$ cat src/rtl/capture_fft_sequencer.sv
// capture_fft_sequencer: triggered ADC frame capture into RAM, then Avalon-ST streaming into an FFT core.
// Optional macro SEQ_AUTO_REARM_EN: DONE returns to ARMED automatically instead of waiting for enable=0.
`default_nettype none

module capture_fft_sequencer #(
    parameter int DEPTH_LOG2 = 13,
    parameter int DATA_W     = 14
) (
    input  logic                  clk,
    input  logic                  reset,
    input  logic                  enable,
    input  logic                  trig_in,
    input  logic                  smp_clk_in,
    input  logic [DATA_W-1:0]     adc_data,
    output logic                  ram_wren,
    output logic [DEPTH_LOG2-1:0] ram_wraddr,
    output logic [DATA_W-1:0]     ram_wrdata,
    output logic [DEPTH_LOG2-1:0] ram_rdaddr,
    input  logic [DATA_W-1:0]     ram_rddata,
    output logic                  fft_sink_valid,
    output logic                  fft_sink_sop,
    output logic                  fft_sink_eop,
    output logic [DATA_W-1:0]     fft_sink_data,
    input  logic                  fft_sink_ready,
    input  logic                  fft_source_valid,
    input  logic                  fft_source_sop,
    input  logic                  fft_source_eop,
    output logic                  fft_source_ready,
    output logic                  busy,
    output logic                  done,
    output logic [2:0]            state_o,
    output logic [15:0]           frame_cnt
);

    localparam logic [DEPTH_LOG2:0] LAST_IDX = (DEPTH_LOG2+1)'((1 << DEPTH_LOG2) - 1);

    typedef enum logic [2:0] {
        IDLE     = 3'd0,
        ARMED    = 3'd1,
        CAPTURE  = 3'd2,
        WAIT_RDY = 3'd3,
        STREAM   = 3'd4,
        DRAIN    = 3'd5,
        DONE     = 3'd6
    } state_t;

    state_t                state;
    logic [2:0]            trig_sync;
    logic [2:0]            smp_sync;
    logic                  trig_rise;
    logic                  smp_rise;
    logic [DEPTH_LOG2-1:0] wr_cnt;
    logic [DEPTH_LOG2:0]   rd_cnt;
    logic [DEPTH_LOG2:0]   load_cnt;
    logic                  pend;
    logic                  skid_valid;
    logic [DATA_W-1:0]     skid_data;
    logic                  xfer;
    logic                  out_free;
    logic [1:0]            held;
    logic                  can_issue;
    logic                  unused_src_sop;

    // Bits 0/1 are the synchroniser pair; bit 2 is history for edge detection.
    always_ff @(posedge clk or posedge reset) begin
        if (reset) begin
            trig_sync <= '0;
            smp_sync  <= '0;
        end else begin
            trig_sync <= {trig_sync[1:0], trig_in};
            smp_sync  <= {smp_sync[1:0], smp_clk_in};
        end
    end

    assign trig_rise = trig_sync[1] & ~trig_sync[2];
    assign smp_rise  = smp_sync[1] & ~smp_sync[2];

    assign xfer     = fft_sink_valid & fft_sink_ready;
    assign out_free = ~fft_sink_valid | fft_sink_ready;
    // Samples still owned by the pipeline after this edge; output + skid hold at most two.
    assign held      = {1'b0, fft_sink_valid & ~fft_sink_ready} + {1'b0, skid_valid} + {1'b0, pend};
    assign can_issue = ~held[1] & ~rd_cnt[DEPTH_LOG2];

    assign state_o        = state;
    assign unused_src_sop = fft_source_sop;

    always_ff @(posedge clk or posedge reset) begin
        if (reset) begin
            state            <= IDLE;
            ram_wren         <= 1'b0;
            ram_wraddr       <= '0;
            ram_wrdata       <= '0;
            ram_rdaddr       <= '0;
            fft_sink_valid   <= 1'b0;
            fft_sink_sop     <= 1'b0;
            fft_sink_eop     <= 1'b0;
            fft_sink_data    <= '0;
            fft_source_ready <= 1'b0;
            busy             <= 1'b0;
            done             <= 1'b0;
            frame_cnt        <= '0;
            wr_cnt           <= '0;
            rd_cnt           <= '0;
            load_cnt         <= '0;
            pend             <= 1'b0;
            skid_valid       <= 1'b0;
            skid_data        <= '0;
        end else begin
            ram_wren <= 1'b0;
            done     <= 1'b0;
            if (!enable) begin
                state            <= IDLE;
                busy             <= 1'b0;
                fft_source_ready <= 1'b0;
                fft_sink_valid   <= 1'b0;
                fft_sink_sop     <= 1'b0;
                fft_sink_eop     <= 1'b0;
                wr_cnt           <= '0;
                rd_cnt           <= '0;
                load_cnt         <= '0;
                pend             <= 1'b0;
                skid_valid       <= 1'b0;
                ram_rdaddr       <= '0;
                ram_wraddr       <= '0;
            end else begin
                case (state)
                    IDLE: state <= ARMED;
                    ARMED: begin
                        if (trig_rise) begin
                            state  <= CAPTURE;
                            busy   <= 1'b1;
                            wr_cnt <= '0;
                        end
                    end
                    CAPTURE: begin
                        if (smp_rise) begin
                            ram_wren   <= 1'b1;
                            ram_wrdata <= adc_data;
                            ram_wraddr <= wr_cnt;
                            wr_cnt     <= wr_cnt + 1'b1;
                            if (&wr_cnt) state <= WAIT_RDY;
                        end
                    end
                    WAIT_RDY: begin
                        // Address 0 is already on ram_rdaddr, so this edge is the prefetch read.
                        if (fft_sink_ready) begin
                            state      <= STREAM;
                            pend       <= 1'b1;
                            rd_cnt     <= (DEPTH_LOG2+1)'(1);
                            ram_rdaddr <= DEPTH_LOG2'(1);
                        end
                    end
                    STREAM: begin
                        if (out_free) begin
                            if (skid_valid) begin
                                fft_sink_valid <= 1'b1;
                                fft_sink_data  <= skid_data;
                                fft_sink_sop   <= (load_cnt == '0);
                                fft_sink_eop   <= (load_cnt == LAST_IDX);
                                load_cnt       <= load_cnt + 1'b1;
                                skid_valid     <= pend;
                                skid_data      <= ram_rddata;
                            end else if (pend) begin
                                fft_sink_valid <= 1'b1;
                                fft_sink_data  <= ram_rddata;
                                fft_sink_sop   <= (load_cnt == '0);
                                fft_sink_eop   <= (load_cnt == LAST_IDX);
                                load_cnt       <= load_cnt + 1'b1;
                            end else begin
                                fft_sink_valid <= 1'b0;
                                fft_sink_sop   <= 1'b0;
                                fft_sink_eop   <= 1'b0;
                            end
                        end else if (pend) begin
                            skid_valid <= 1'b1;
                            skid_data  <= ram_rddata;
                        end
                        if (can_issue) begin
                            pend       <= 1'b1;
                            rd_cnt     <= rd_cnt + 1'b1;
                            ram_rdaddr <= ram_rdaddr + 1'b1;
                        end else begin
                            pend <= 1'b0;
                        end
                        if (xfer && fft_sink_eop) begin
                            state            <= DRAIN;
                            fft_source_ready <= 1'b1;
                            fft_sink_valid   <= 1'b0;
                            fft_sink_sop     <= 1'b0;
                            fft_sink_eop     <= 1'b0;
                            rd_cnt           <= '0;
                            load_cnt         <= '0;
                            pend             <= 1'b0;
                            skid_valid       <= 1'b0;
                            ram_rdaddr       <= '0;
                        end
                    end
                    DRAIN: begin
                        if (fft_source_valid && fft_source_eop) begin
                            state            <= DONE;
                            fft_source_ready <= 1'b0;
                            done             <= 1'b1;
                            frame_cnt        <= frame_cnt + 1'b1;
                        end
                    end
                    DONE: begin
`ifdef SEQ_AUTO_REARM_EN
                        state <= ARMED;
                        busy  <= 1'b0;
`else
                        state <= DONE;
`endif
                    end
                    default: begin
                        state <= IDLE;
                        busy  <= 1'b0;
                    end
                endcase
            end
        end
    end

endmodule

`default_nettype wire

$ cat config.mk
export PLATFORM = sky130hd
export DESIGN_NAME = capture_fft_sequencer
export DESIGN_NICKNAME = d
export VERILOG_FILES = /design/src/rtl/capture_fft_sequencer.sv
export SDC_FILE = /design/constraint.sdc
export NUM_CORES = 1
export LEC_CHECK = 0
export BUFFER_PORTS_ARGS = -buffer_cell sky130_fd_sc_hd__buf_2
export CAP_MARGIN = 20
export CORE_MARGIN = 2
export CORE_UTILIZATION = 30
export CTS_CLUSTER_SIZE = 14
export DETAILED_ROUTE_END_ITERATION = 8
export PLACE_DENSITY_LB_ADDON = 0.12
export SLEW_MARGIN = 20
export SYNTH_ARGS = -nofsm -noshare
export SYNTH_HDL_FRONTEND = slang
export SYNTH_SLANG_ARGS = --single-unit
$ cat constraint.sdc
create_clock -name clk -period 6 [get_ports clk]
set_input_delay 0.9 -clock clk [delete_from_list [all_inputs] [get_ports clk]]
set_output_delay 0.9 -clock clk [all_outputs]
set_load 0.01 [all_outputs]
; Word-level counts from Yosys, hierarchy flattened
; Cells that the tools add are included.
[op_classes]
n_eq_ne = 25
n_mul = 0
shifts = 0
div = 0
add_sub_neg = 7
muxes = 77
order_cmp = 0
n_bitwise = 12
reduce_logical = 22
[ops]
columns = op, count
row1 = 2-to-1 mux 14 bit, 14
row2 = 2-to-1 mux 13 bit, 10
row3 = one-hot mux 13 bit (2 select lines), 2
row4 = 2-to-1 mux 1 bit, 39
row5 = adder 14 x 1 -> 14 bit (second input constant), 2
row6 = one-hot mux 14 bit (2 select lines), 1
row7 = adder 13 x 1 -> 13 bit (second input constant), 2
row8 = 2-to-1 mux 3 bit, 7
row9 = one-hot mux 3 bit (7 select lines), 1
row10 = != test 3 bit (second input constant), 6
row11 = AND reduction 3 bit, 6
row12 = adder 16 x 1 -> 16 bit (second input constant), 1
row13 = equality test 14 x 13 -> 1 bit (second input constant), 1
row14 = zero test 14 bit, 1
row15 = AND reduction 13 bit, 1
row16 = != test 3 x 1 -> 1 bit (second input constant), 4
row17 = AND reduction 2 bit, 5
row18 = equality test 3 bit (second input constant), 3
row19 = != test 4 x 1 -> 1 bit (second input constant), 2
row20 = AND reduction 4 bit, 2
row21 = equality test 3 x 2 -> 1 bit (second input constant), 2
row22 = != test 2 x 1 -> 1 bit (second input constant), 3
row23 = inverter 1 bit, 6
row24 = one-hot mux 1 bit (2 select lines), 3
row25 = 12 further kinds, 19
[word_totals]
ramBits = 0
inputBits = 37
out_inout_bits = 80
elab_cells = 164
latch_bits = 0
memories = 0
rom_bits = 0
reg_bits = 143

; Logic depth before layout (Yosys ltp)
; Gate-level depths: netlist of run 1.
[depth]
depth_word = 10
ltp_mapped = 8
mapped_depth_nobuf = 6

; Least setup slack after synthesis of run 1
; No wires, ideal clock.
[synth_timing]
path_type = input-to-reg
start = input port fft_sink_ready
end = register ram_rdaddr[4]
setup_time_ps = 78
required_ps = 5922
cell_stages = 7
arrival_ps = 2235
setup_slack_ps = 3687
cell_sequence = nor2b_1 > buf_4 > a211oi_4 > o31ai_4 > buf_6 > or4_1 > a21oi_1
[synth_between]
elab_chain_cells = 8
elab_cells_between_ends = 14
[synth_lines]
columns = item, line
row1 = from (decl), 24  ; input logic fft_sink_ready,
row2 = inverter 1 bit, 81  ; assign held = {1'b0, fft_sink_valid & ~fft_sink_ready} + {1'b0, skid_valid} + {1'b0, pend};
row3 = AND 1 bit, 81
row4 = adder 1 x 1 -> 2 bit, 81
row5 = adder 2 x 1 -> 2 bit, 81
row6 = inverter 1 bit, 82  ; assign can_issue = ~held[1] & ~rd_cnt[DEPTH_LOG2];
row7 = AND 1 bit, 82
row8 = != test 4 bit (no source line), -
row9 = AND reduction 3 bit (no source line), -
row10 = to (signal assigned), 181  ; ram_rdaddr <= ram_rdaddr + 1'b1;
row11 = to (decl), 18  ; output logic [DEPTH_LOG2-1:0] ram_rdaddr,
; Several ways; a longest one is shown, not always the timed one.
; A chain may end at the register's enable or synchronous reset.

; Worst setup path after layout of run 1
[layout_timing]
start = input port fft_sink_ready
end = register rd_cnt[3]
[layout_between]
elab_chain_cells = 8
elab_cells_between_ends = 14
[layout_lines]
columns = item, line
row1 = inverter 1 bit, 81
row2 = AND 1 bit, 81
row3 = adder 1 x 1 -> 2 bit, 81
row4 = adder 2 x 1 -> 2 bit, 81
row5 = inverter 1 bit, 82
row6 = AND 1 bit, 82
row7 = != test 4 bit (no source line), -
row8 = AND reduction 3 bit (no source line), -
row9 = to (signal assigned), 149  ; rd_cnt <= (DEPTH_LOG2+1)'(1);
row10 = to (signal assigned), 180  ; rd_cnt <= rd_cnt + 1'b1;
row11 = to (decl), 53  ; logic [DEPTH_LOG2:0] rd_cnt;
; Several ways; a longest one is shown, not always the timed one.

==> flow_metrics.env, run 1 <==
export IMPL_outcome="finished clean"
export IMPL_htreeDepth=4
export IMPL_diodes=0
export IMPL_p_leak_nw=3.82
export IMPL_synthesis_nets=666
export IMPL_grt_usage_pct=14.5
export IMPL_grt_overflow=0
export IMPL_gp_congestion=0.768
export IMPL_fp_dieH_um=153
export IMPL_ctsLongestPathBuffers=2
export IMPL_area_sequential_um2=3580
export IMPL_syn_area_um2=6700
export IMPL_dp_hpwl_um=11200
export IMPL_core_area_um2=21900
export IMPL_ys_types=62
export IMPL_via_per_inst=5.12
export IMPL_syn_inst=623
export IMPL_layout_cells_most_common="dfrtp_1"
export IMPL_yosysWarnings=0
export IMPL_fmax_ghz=0.374
export IMPL_hold_path_depth=0
export IMPL_rsz0062_at_grt="false"
export IMPL_drt_iter0_markers=257
export IMPL_crit_arrival_ns=3.01
export IMPL_synthArstFlopShare_pct=100
export IMPL_slew_headroom_pct=39.3
export IMPL_cp_end_kind="register"
export IMPL_synth_enable_flop_cells=0
export IMPL_start_util_pct=30.6
export IMPL_syn2layout_area_growth_pct=21.5
export IMPL_slew_violations=0
export IMPL_r2r_slack_ns=3.38
export IMPL_antenna_found_initial=0
export IMPL_critPathKind="primary input to register"
export IMPL_numClockSinks=143
export IMPL_synth_seq_cells=143
export IMPL_wl_um=16600
export IMPL_drt_pass1_iterations=4
export IMPL_final_nets=780
export IMPL_worstReg2RegStart="state_o[2]"
export IMPL_drive_gt1_share_pct=27.1
export IMPL_hp_class="register to register"
export IMPL_yosys_area_top_type="dfrtp_1"
export IMPL_tightest_slew_ns=0.911
export IMPL_drc=0
export IMPL_grt_max_degree=82
export IMPL_cts_setup_buffers=0
export IMPL_synth_flop_cell="dfrtp_1"
export IMPL_cp_required_ns=6.34
export IMPL_setup_viol=0
export IMPL_grt_pass1_wl_um=27900
export IMPL_finalSetupTns_ns=0
export IMPL_drtAntennaViolNets=0
export IMPL_reg2reg_to="rd_cnt[9]"
export IMPL_synth_top_area_share_pct=53.4
export IMPL_ys_seq_area_share_pct=53.4
export IMPL_ctsRootBufferMaster="clkbuf_16"
export IMPL_cp_max_fo=26
export IMPL_die_area_um2=23600
export IMPL_hold_viol_final=0
export IMPL_power_mw=2.36
export IMPL_p_per_area_nw_per_um2=290
export IMPL_cp_start_kind="primary input"
export IMPL_path_clk_slew_ns=0.06
export IMPL_final_cell_mix="dfrtp_1 (143), buf_2 (115), nand2_1 (49), a21oi_1 (43), nor2_1 (37)"
export IMPL_num_vias=5278
export IMPL_portBuffers=115
export IMPL_netlist_top_cells_area="dfrtp_1 (53%), mux2_2 (5.2%), a21oi_1 (3.2%), nand2_1 (2.7%), mux2i_1 (2.5%)"
export IMPL_finalCritPeriodShare_pct=44.6
export IMPL_io_pins=117
export IMPL_cts_resized=0
export IMPL_wire_per_inst_um=16.1
export IMPL_fillers=2216
export IMPL_hold_buffers=0
export IMPL_cap_violations=0
export IMPL_num_rows=54
export IMPL_cts_buffers=17
export IMPL_syn_avg_cell_area_um2=10.8
export IMPL_die_w_um=153
export IMPL_holdPathEnd="smp_sync[1]"
export IMPL_period_minus_slack_ns=2.67
export IMPL_worstHoldStart="smp_sync[0]"
export IMPL_multi_input_area_um2=2940
export IMPL_worst_skew_pair_late_latency_ns=0.42
export IMPL_tritoncts="built"
export IMPL_grt_pass1_vias=5249
export IMPL_ir_worst_vdd_mv=0.173
export IMPL_rr_worst_depth=5
export IMPL_fin_worst_skew_ns=0.0126
[critical path, stage by stage]
cell and delay (ns):
buf_2 0.13, nor2b_1 0.60, nor3_2 0.15, o31ai_4 0.83
o21ai_0 0.21, a21oi_1 0.18
[routing by layer]
layer	vias to the layer above	part of all wire [%]	GRT usage, %
met5	-	0	0
met4	0	1.1	3.93
met3	15	4.9	4.68
met2	121	47	23.2
met1	2611	47	19.1
li1	2531	-	-
[synth_stat cells (all sizes together), types with 13 or more instances]
| library cell | count |
|---|---|
| nor2 | 39 |
| nand3 | 31 |
| mux2 | 31 |
| and3 | 13 |
| xor2 | 13 |
| buf | 14 |
| o21ai | 33 |
| clkbuf | 13 |
| a22o | 15 |
| dfrtp | 143 |
| a21oi | 43 |
| o31ai | 15 |
| or4 | 14 |
| inv | 17 |
| mux2i | 17 |
| nand2 | 49 |
| nand4 | 18 |
[power breakdown]
group,switching [mW],internal (mW),total [mW]
registers,0.0474,1.03,1.07
logic,0.149,0.106,0.254
clock network,0.437,0.600,1.04
[how the worst max path moves through the flow]
stage / end / slack (ns) / start / depth (start not counted)
4_1_cts: rd_cnt[3] / 3.31 / fft_sink_ready / 6
6_report: rd_cnt[3] / 3.33 / fft_sink_ready / 6
5_1_grt: rd_cnt[9] / 3.17 / fft_sink_ready / 6
3_5_place_dp: rd_cnt[3] / 2.86 / fft_sink_ready / 6
2_1_floorplan: busy / 1.26 / reset / 1
3_3_place_gp: rd_cnt[4] / 2.92 / fft_sink_ready / 6
[flip-flops by register name, indices dropped and copies added, names as in the netlist, 3 cells and up]
| name | flops |
|---|---|
| state_o | 3 |
| skid_data | 14 |
| trig_sync | 3 |
| ram_wrdata | 14 |
| smp_sync | 3 |
| rd_cnt | 14 |
| ram_rdaddr | 13 |
| load_cnt | 14 |
| ram_wraddr | 13 |
| wr_cnt | 13 |
| fft_sink_data | 14 |
| frame_cnt | 16 |
[metrics by stage]
step                setup slack [ns]  instances  cell area [µm²]  hold slack [ns]  utilization (%)
global route                    3.17       1030             8150            0.360             37.2
global placement                2.92        998             7560            0.333             34.6
finish                          3.33       1030             8150            0.349             37.2
floorplan                       1.26        623             6700            0.331                -
detailed placement              2.86        998             7570            0.335             34.6
CTS                             3.31       1030             8150            0.352             37.2
[cells by family after synthesis]
| family | count (synthesis) | synth area share (%) |
|---|---|---|
| compound gates | 138 | 13.7 |
| xor+xnor | 25 | 3.27 |
| fa+ha+maj | 8 | 1.42 |
| buf+inv | 44 | 2.87 |
| flops | 143 | 53.4 |
| mux | 48 | 7.75 |
| simple gates | 217 | 17.6 |
[layout make-up]
cell class,instances,share of cell area [%]
Multi-Input combinational cell,436,36.1
Clock buffer,19,5.56
Tap cell,280,4.30
Timing Repair Buffer,122,7.71
Sequential cell,143,43.9
Clock inverter,13,1.52
Inverter,17,0.845
(Power assumes the default switching activity.)
==> run 2: changes to the inputs <==
==> constraint.sdc (replaced) <==
create_clock -name clk -period 2.54 [get_ports clk]
set_input_delay 0.381 -clock clk [delete_from_list [all_inputs] [get_ports clk]]
set_output_delay 0.381 -clock clk [all_outputs]
set_load 0.01 [all_outputs]
==> run 2 against run 1 <==
Sequential power grew 140%. Wire length grew 0.31%. Combinational power grew 150%. Critical path depth is the same. Clock skew grew 0.00059 ns. Sequential cell count is the same. Utilization grew 0.59 points. Worst setup slack lost 3.0 ns. Register-to-register slack lost 3.0 ns. Die area is the same. Global-route usage grew 0.052 points. Sequential share of layout area shrank 0.68 points.
==> flow_metrics.env, run 2 (synthesized netlist as in run 1, its figures left out) <==
export IMPL_outcome="finished clean"
export IMPL_cp_max_fo=26
export IMPL_num_rows=54
export IMPL_grt_pass1_wl_um=28100
export IMPL_setup_ws_ns=0.352
export IMPL_layout_cells_most_common="dfrtp_1"
export IMPL_cp_start_kind="register"
export IMPL_ctsRootBufferMaster="clkbuf_16"
export IMPL_cp_required_ns=2.88
export IMPL_cts_resized=0
export IMPL_drtAntennaViolNets=0
export IMPL_syn2layout_area_growth_pct=23.4
export IMPL_fin_worst_skew_ns=0.0132
export IMPL_reg2reg_to="rd_cnt[6]"
export IMPL_ir_worst_vdd_mv=0.411
export IMPL_start_util_pct=30.6
export IMPL_grt_overflow=0
export IMPL_finalCritPeriodShare_pct=86.1
export IMPL_crit_arrival_ns=2.53
export IMPL_path_cells="or3b_1 > nand3_4 > o31ai_4 > buf_12 > or4_1 > a21oi_1"
export IMPL_tritoncts="built"
export IMPL_holdPathEnd="smp_sync[0]"
export IMPL_wire_per_inst_um=15.9
export IMPL_hp_class="primary input to register"
export IMPL_wl_um=16600
export IMPL_tightest_slew_ns=0.877
export IMPL_r2r_slack_ns=0.35
export IMPL_area_sequential_um2=3580
export IMPL_die_area_um2=23600
export IMPL_portBuffers=115
export IMPL_htreeDepth=4
export IMPL_slew_headroom_pct=41.6
export IMPL_hold_path_depth=1
export IMPL_diodes=0
export IMPL_multi_input_area_um2=2940
export IMPL_worstReg2RegStart="state_o[0]"
export IMPL_drive_gt1_share_pct=28.0
export IMPL_max_flop_register="frame_cnt"
export IMPL_drt_pass1_iterations=5
export IMPL_num_vias=5307
export IMPL_grt_pass1_vias=5446
export IMPL_numClockSinks=143
export IMPL_fmax_ghz=0.457
export IMPL_final_nets=794
export IMPL_finalSetupTns_ns=0
export IMPL_place_ws_ns=0.353
export IMPL_postLayoutCoreUtil_pct=37.8
export IMPL_hold_viol_final=0
export IMPL_cts_setup_buffers=0
export IMPL_fp_dieH_um=153
export IMPL_place_area_um2=7690
export IMPL_placed_cells=1012
export IMPL_io_pins=117
export IMPL_worst_skew_pair_late_latency_ns=0.43
export IMPL_rsz0062_at_grt="false"
export IMPL_drt_iter0_markers=326
export IMPL_path_clk_slew_ns=0.06
export IMPL_critPathKind="register to register"
export IMPL_hold_buffers=0
export IMPL_stdcell_area_um2=8270
export IMPL_final_cell_mix="dfrtp_1 (143), buf_2 (115), nand2_1 (49), a21oi_1 (43), nor2_1 (37)"
export IMPL_core_area_um2=21900
export IMPL_gp_congestion=0.756
export IMPL_cts_buffers=17
export IMPL_fillers=2222
export IMPL_ctsLongestPathBuffers=2
export IMPL_cap_violations=0
export IMPL_die_w_um=153
export IMPL_p_leak_nw=3.90
export IMPL_cp_end_kind="register"
export IMPL_cpPeakStageDelay_ns=0.53
export IMPL_rr_worst_depth=6
export IMPL_p_per_area_nw_per_um2=682
export IMPL_antenna_found_initial=0
export IMPL_cp_slowest_cell="dfrtp_1"
export IMPL_grt_max_degree=144
export IMPL_grt_usage_pct=14.6
export IMPL_worstHoldStart="smp_clk_in"
export IMPL_layout_cells_non_filler=1044
export IMPL_slew_violations=0
export IMPL_drc=0
export IMPL_period_minus_slack_ns=2.19
export IMPL_largest_reg_flops=16
export IMPL_via_per_inst=5.08
export IMPL_setup_viol=0
export IMPL_dp_hpwl_um=11300
-- run 2: cell count changes in the layout (fill, tap and decap cells not counted), sizes merged --
cell / change
clkbuf: +1
clkinvlp: -1
clkinv: +4
buf: +14
bufinv: +1
inv: -5
-- run 2: worst max-delay path by stage --
stage | start | depth (start not counted) | endpoint | slack [ns]
floorplan | reset | 1 | busy | 0.37
detailed placement | state_o[0] | 6 | rd_cnt[6] | 0.35
CTS | state_o[0] | 6 | rd_cnt[10] | 0.33
finish | state_o[0] | 6 | rd_cnt[6] | 0.35
global route | state_o[0] | 5 | wr_cnt[10] | 0.20
global placement | state_o[0] | 6 | ram_rdaddr[7] | 0.40
-- run 2: where the power goes --
part	switching (mW)	total [mW]	internal (mW)	leakage, nW
Combinational	0.362	0.631	0.269	1.65
Sequential	0.107	2.53	2.42	1.96
Clock	1.01	2.48	1.48	0.285
Total	1.48	5.65	4.17	3.90
-- run 2: layer usage --
| layer | up-vias | share of wire (%) | track usage, % |
|---|---|---|---|
| met5 | - | 0 | 0 |
| met4 | 0 | 1.4 | 4.89 |
| met3 | 16 | 4.3 | 2.92 |
| met2 | 113 | 48 | 24.2 |
| met1 | 2631 | 46 | 19.0 |
| li1 | 2547 | - | - |
-- run 2: stage by stage --
step / power (mW) / hold WS (ns)
after floorplan: 2.92 / 0.331
after global placement: 3.20 / 0.332
after detailed placement: 3.21 / 0.335
after CTS: 5.75 / 0.0423
after global routing: 5.92 / 0.0490
final: 5.65 / 0.0625
-- run 2: layout make-up --
| type | count | share of cell area, % |
|---|---|---|
| flip-flops and latches | 143 | 43.2 |
| inverters | 17 | 0.817 |
| clock inverters | 12 | 1.63 |
| well taps | 280 | 4.23 |
| clock buffers | 20 | 5.40 |
| repair buffers | 136 | 9.16 |
| multi-input cells | 436 | 35.5 |
-- run 2: critical path: cells and delay by family, from the launching register on --
family                 cells  cell delay (ns)
AOI/OAI and AO/OA          2             0.27
buffers and inverters      1             0.17
DFF                        1             0.53
and+or+nand+nor            3             1.14
==> run 3: changes to the inputs <==
--- a/config.mk
+++ b/config.mk
@@ -5,13 +5,15 @@
 export SDC_FILE = /design/constraint.sdc
 export NUM_CORES = 1
 export LEC_CHECK = 0
-export BUFFER_PORTS_ARGS = -buffer_cell sky130_fd_sc_hd__buf_2
+export BUFFER_PORTS_ARGS = -buffer_cell sky130_fd_sc_hd__buf_4
 export CAP_MARGIN = 20
 export CORE_MARGIN = 2
 export CORE_UTILIZATION = 30
 export CTS_CLUSTER_SIZE = 14
 export DETAILED_ROUTE_END_ITERATION = 8
 export PLACE_DENSITY_LB_ADDON = 0.12
+export RECOVER_POWER = 50
+export REMOVE_ABC_BUFFERS = 1
 export SLEW_MARGIN = 20
 export SYNTH_ARGS = -nofsm -noshare
 export SYNTH_HDL_FRONTEND = slang
==> run 3 against run 2 <==
Power increased by 2.1%. Cell area increased by 2.3%. Sequential cell count unchanged. Cell count increased by 0.38%. Die area unchanged. Worst hold slack improved by 0.021 ns. Register-to-register slack got worse by 0.07 ns. Utilization increased by 0.87 points. Wire length about the same. Clock power increased by 5%. Critical endpoint is now rd_cnt[9].
==> flow_metrics.env, run 3 (synthesized netlist as in run 1, its figures left out) <==
export IMPL_via_per_inst=5.07
export IMPL_worst_skew_pair_late_latency_ns=0.43
export IMPL_slew_violations=0
export IMPL_largest_reg_flops=16
export IMPL_ctsRootBufferMaster="clkbuf_16"
export IMPL_layout_cells_most_common="dfrtp_1"
export IMPL_final_nets=798
export IMPL_drtAntennaViolNets=0
export IMPL_worstHoldStart="smp_clk_in"
export IMPL_startpoint="state_o[1]"
export IMPL_path_buf_inv=1
export IMPL_syn2layout_area_growth_pct=26.3
export IMPL_wire_per_inst_um=15.9
export IMPL_cpPeakStageDelay_ns=0.53
export IMPL_fin_worst_skew_ns=0.00818
export IMPL_antenna_found_initial=0
export IMPL_grt_max_degree=51
export IMPL_fillers=2190
export IMPL_final_cell_mix="dfrtp_1 (143), buf_4 (99), nand2_1 (49), a21oi_1 (43), nor2_1 (37)"
export IMPL_wl_um=16600
export IMPL_outcome="finished clean"
export IMPL_cap_violations=0
export IMPL_postLayoutCoreUtil_pct=38.7
export IMPL_drive_gt1_share_pct=24.0
export IMPL_crit_arrival_ns=2.61
export IMPL_setup_viol=0
export IMPL_drt_pass1_iterations=4
export IMPL_diodes=0
export IMPL_tritoncts="built"
export IMPL_r2r_slack_ns=0.28
export IMPL_hp_class="primary input to register"
export IMPL_htreeDepth=4
export IMPL_die_area_um2=23600
export IMPL_gp_congestion=0.777
export IMPL_grt_pass1_wl_um=27600
export IMPL_drc=0
export IMPL_reg2reg_to="rd_cnt[9]"
export IMPL_worstReg2RegStart="state_o[1]"
export IMPL_cp_slowest_cell="dfrtp_1"
export IMPL_drt_iter0_markers=299
export IMPL_cp_top_family="simple AND/OR/NAND/NOR gates"
export IMPL_fp_dieH_um=153
export IMPL_portBuffers=115
export IMPL_rsz0062_at_grt="false"
export IMPL_num_vias=5318
export IMPL_area_sequential_um2=3580
export IMPL_cts_buffers=17
export IMPL_die_w_um=153
export IMPL_start_util_pct=30.6
export IMPL_cp_start_kind="register"
export IMPL_multi_input_area_um2=2940
export IMPL_max_flop_register="frame_cnt"
export IMPL_numClockSinks=143
export IMPL_path_clk_slew_ns=0.07
export IMPL_cp_end_kind="register"
export IMPL_tightest_slew_ns=1.05
export IMPL_core_area_um2=21900
export IMPL_path_cells="or3b_1 > nand3_4 > o31ai_4 > buf_4 > or4_1 > a21oi_1"
export IMPL_grt_usage_pct=14.5
export IMPL_crit_end="rd_cnt[9]"
export IMPL_ir_worst_vdd_mv=0.380
export IMPL_grt_pass1_vias=5305
export IMPL_io_pins=117
export IMPL_critPathKind="register to register"
export IMPL_p_per_area_nw_per_um2=681
export IMPL_rr_worst_depth=6
export IMPL_period_minus_slack_ns=2.26
export IMPL_cp_max_fo=26
export IMPL_hold_viol_final=0
export IMPL_slew_headroom_pct=30.2
export IMPL_num_rows=54
export IMPL_dp_hpwl_um=11600
export IMPL_fmax_ghz=0.443
export IMPL_p_leak_nw=3.80
export IMPL_power_mw=5.76
export IMPL_finalCritPeriodShare_pct=88.9
export IMPL_critical_path_depth=6
export IMPL_grt_overflow=0
export IMPL_ctsLongestPathBuffers=2
export IMPL_cp_required_ns=2.89
[run 3: cell count changes in the layout (fill, tap and decap cells not counted), moves of 3 or more]
| cell | previous run | this run |
|---|---|---|
| clkinv_2 | 3 | 0 |
| clkinv_4 | 4 | 0 |
| clkbuf_1 | 2 | 35 |
| inv_8 | 0 | 6 |
| buf_4 | 19 | 99 |
| clkbuf_4 | 0 | 3 |
| clkinv_8 | 0 | 3 |
| buf_2 | 115 | 0 |
[run 3: repair_timing]
| action | in CTS | in global routing |
|---|---|---|
| hold endpoints to repair | 46 | 0 |
| setup buffers | 0 | 0 |
| hold buffers | 1 | 0 |
| gates resized for setup | 0 | 0 |
[run 3: where the power goes]
group	switching, mW	internal, mW
clock	1.17	1.42
combinational	0.361	0.272
sequential	0.114	2.42
[run 3: how the worst min path moves through the flow]
| stage | depth (start not counted) | end | slack (ns) |
|---|---|---|---|
| after global placement | 0 | smp_sync[1] | 0.34 |
| after global routing | 1 | smp_sync[0] | 0.06 |
| final | 1 | smp_sync[0] | 0.08 |
| after CTS | 1 | smp_sync[0] | 0.03 |
| after detailed placement | 0 | smp_sync[1] | 0.34 |
| after floorplan | 0 | smp_sync[1] | 0.33 |
[run 3: final cells by class]
type	count	area share, %
sequential	143	42.3
multi-input combinational	436	34.7
timing repair buffer	140	10.8
clock buffer	17	5.03
tap	280	4.14
clock inverter	15	2.23
inverter	17	0.798
[run 3: layer usage]
layer	wire (µm)	track usage (%)	share of wire, %
met2	8080	24.1	49
met3	765	3.80	4.6
met5	0	0	0
met4	265	4.72	1.6
met1	7530	18.6	45
[run 3: stage by stage]
step / area, µm² / hold WS (ns) / setup TNS [ns] / setup slack (ns) / std cells
after floorplan: 6580 / 0.331 / -240.09 / -1.68 / 596
after global placement: 7990 / 0.335 / 0 / 0.350 / 1015
after detailed placement: 7990 / 0.336 / 0 / 0.292 / 1015
after CTS: 8620 / 0.0310 / 0 / 0.284 / 1048
after global routing: 8470 / 0.0606 / 0 / 0.134 / 1048
final: 8470 / 0.0836 / 0 / 0.282 / 1048
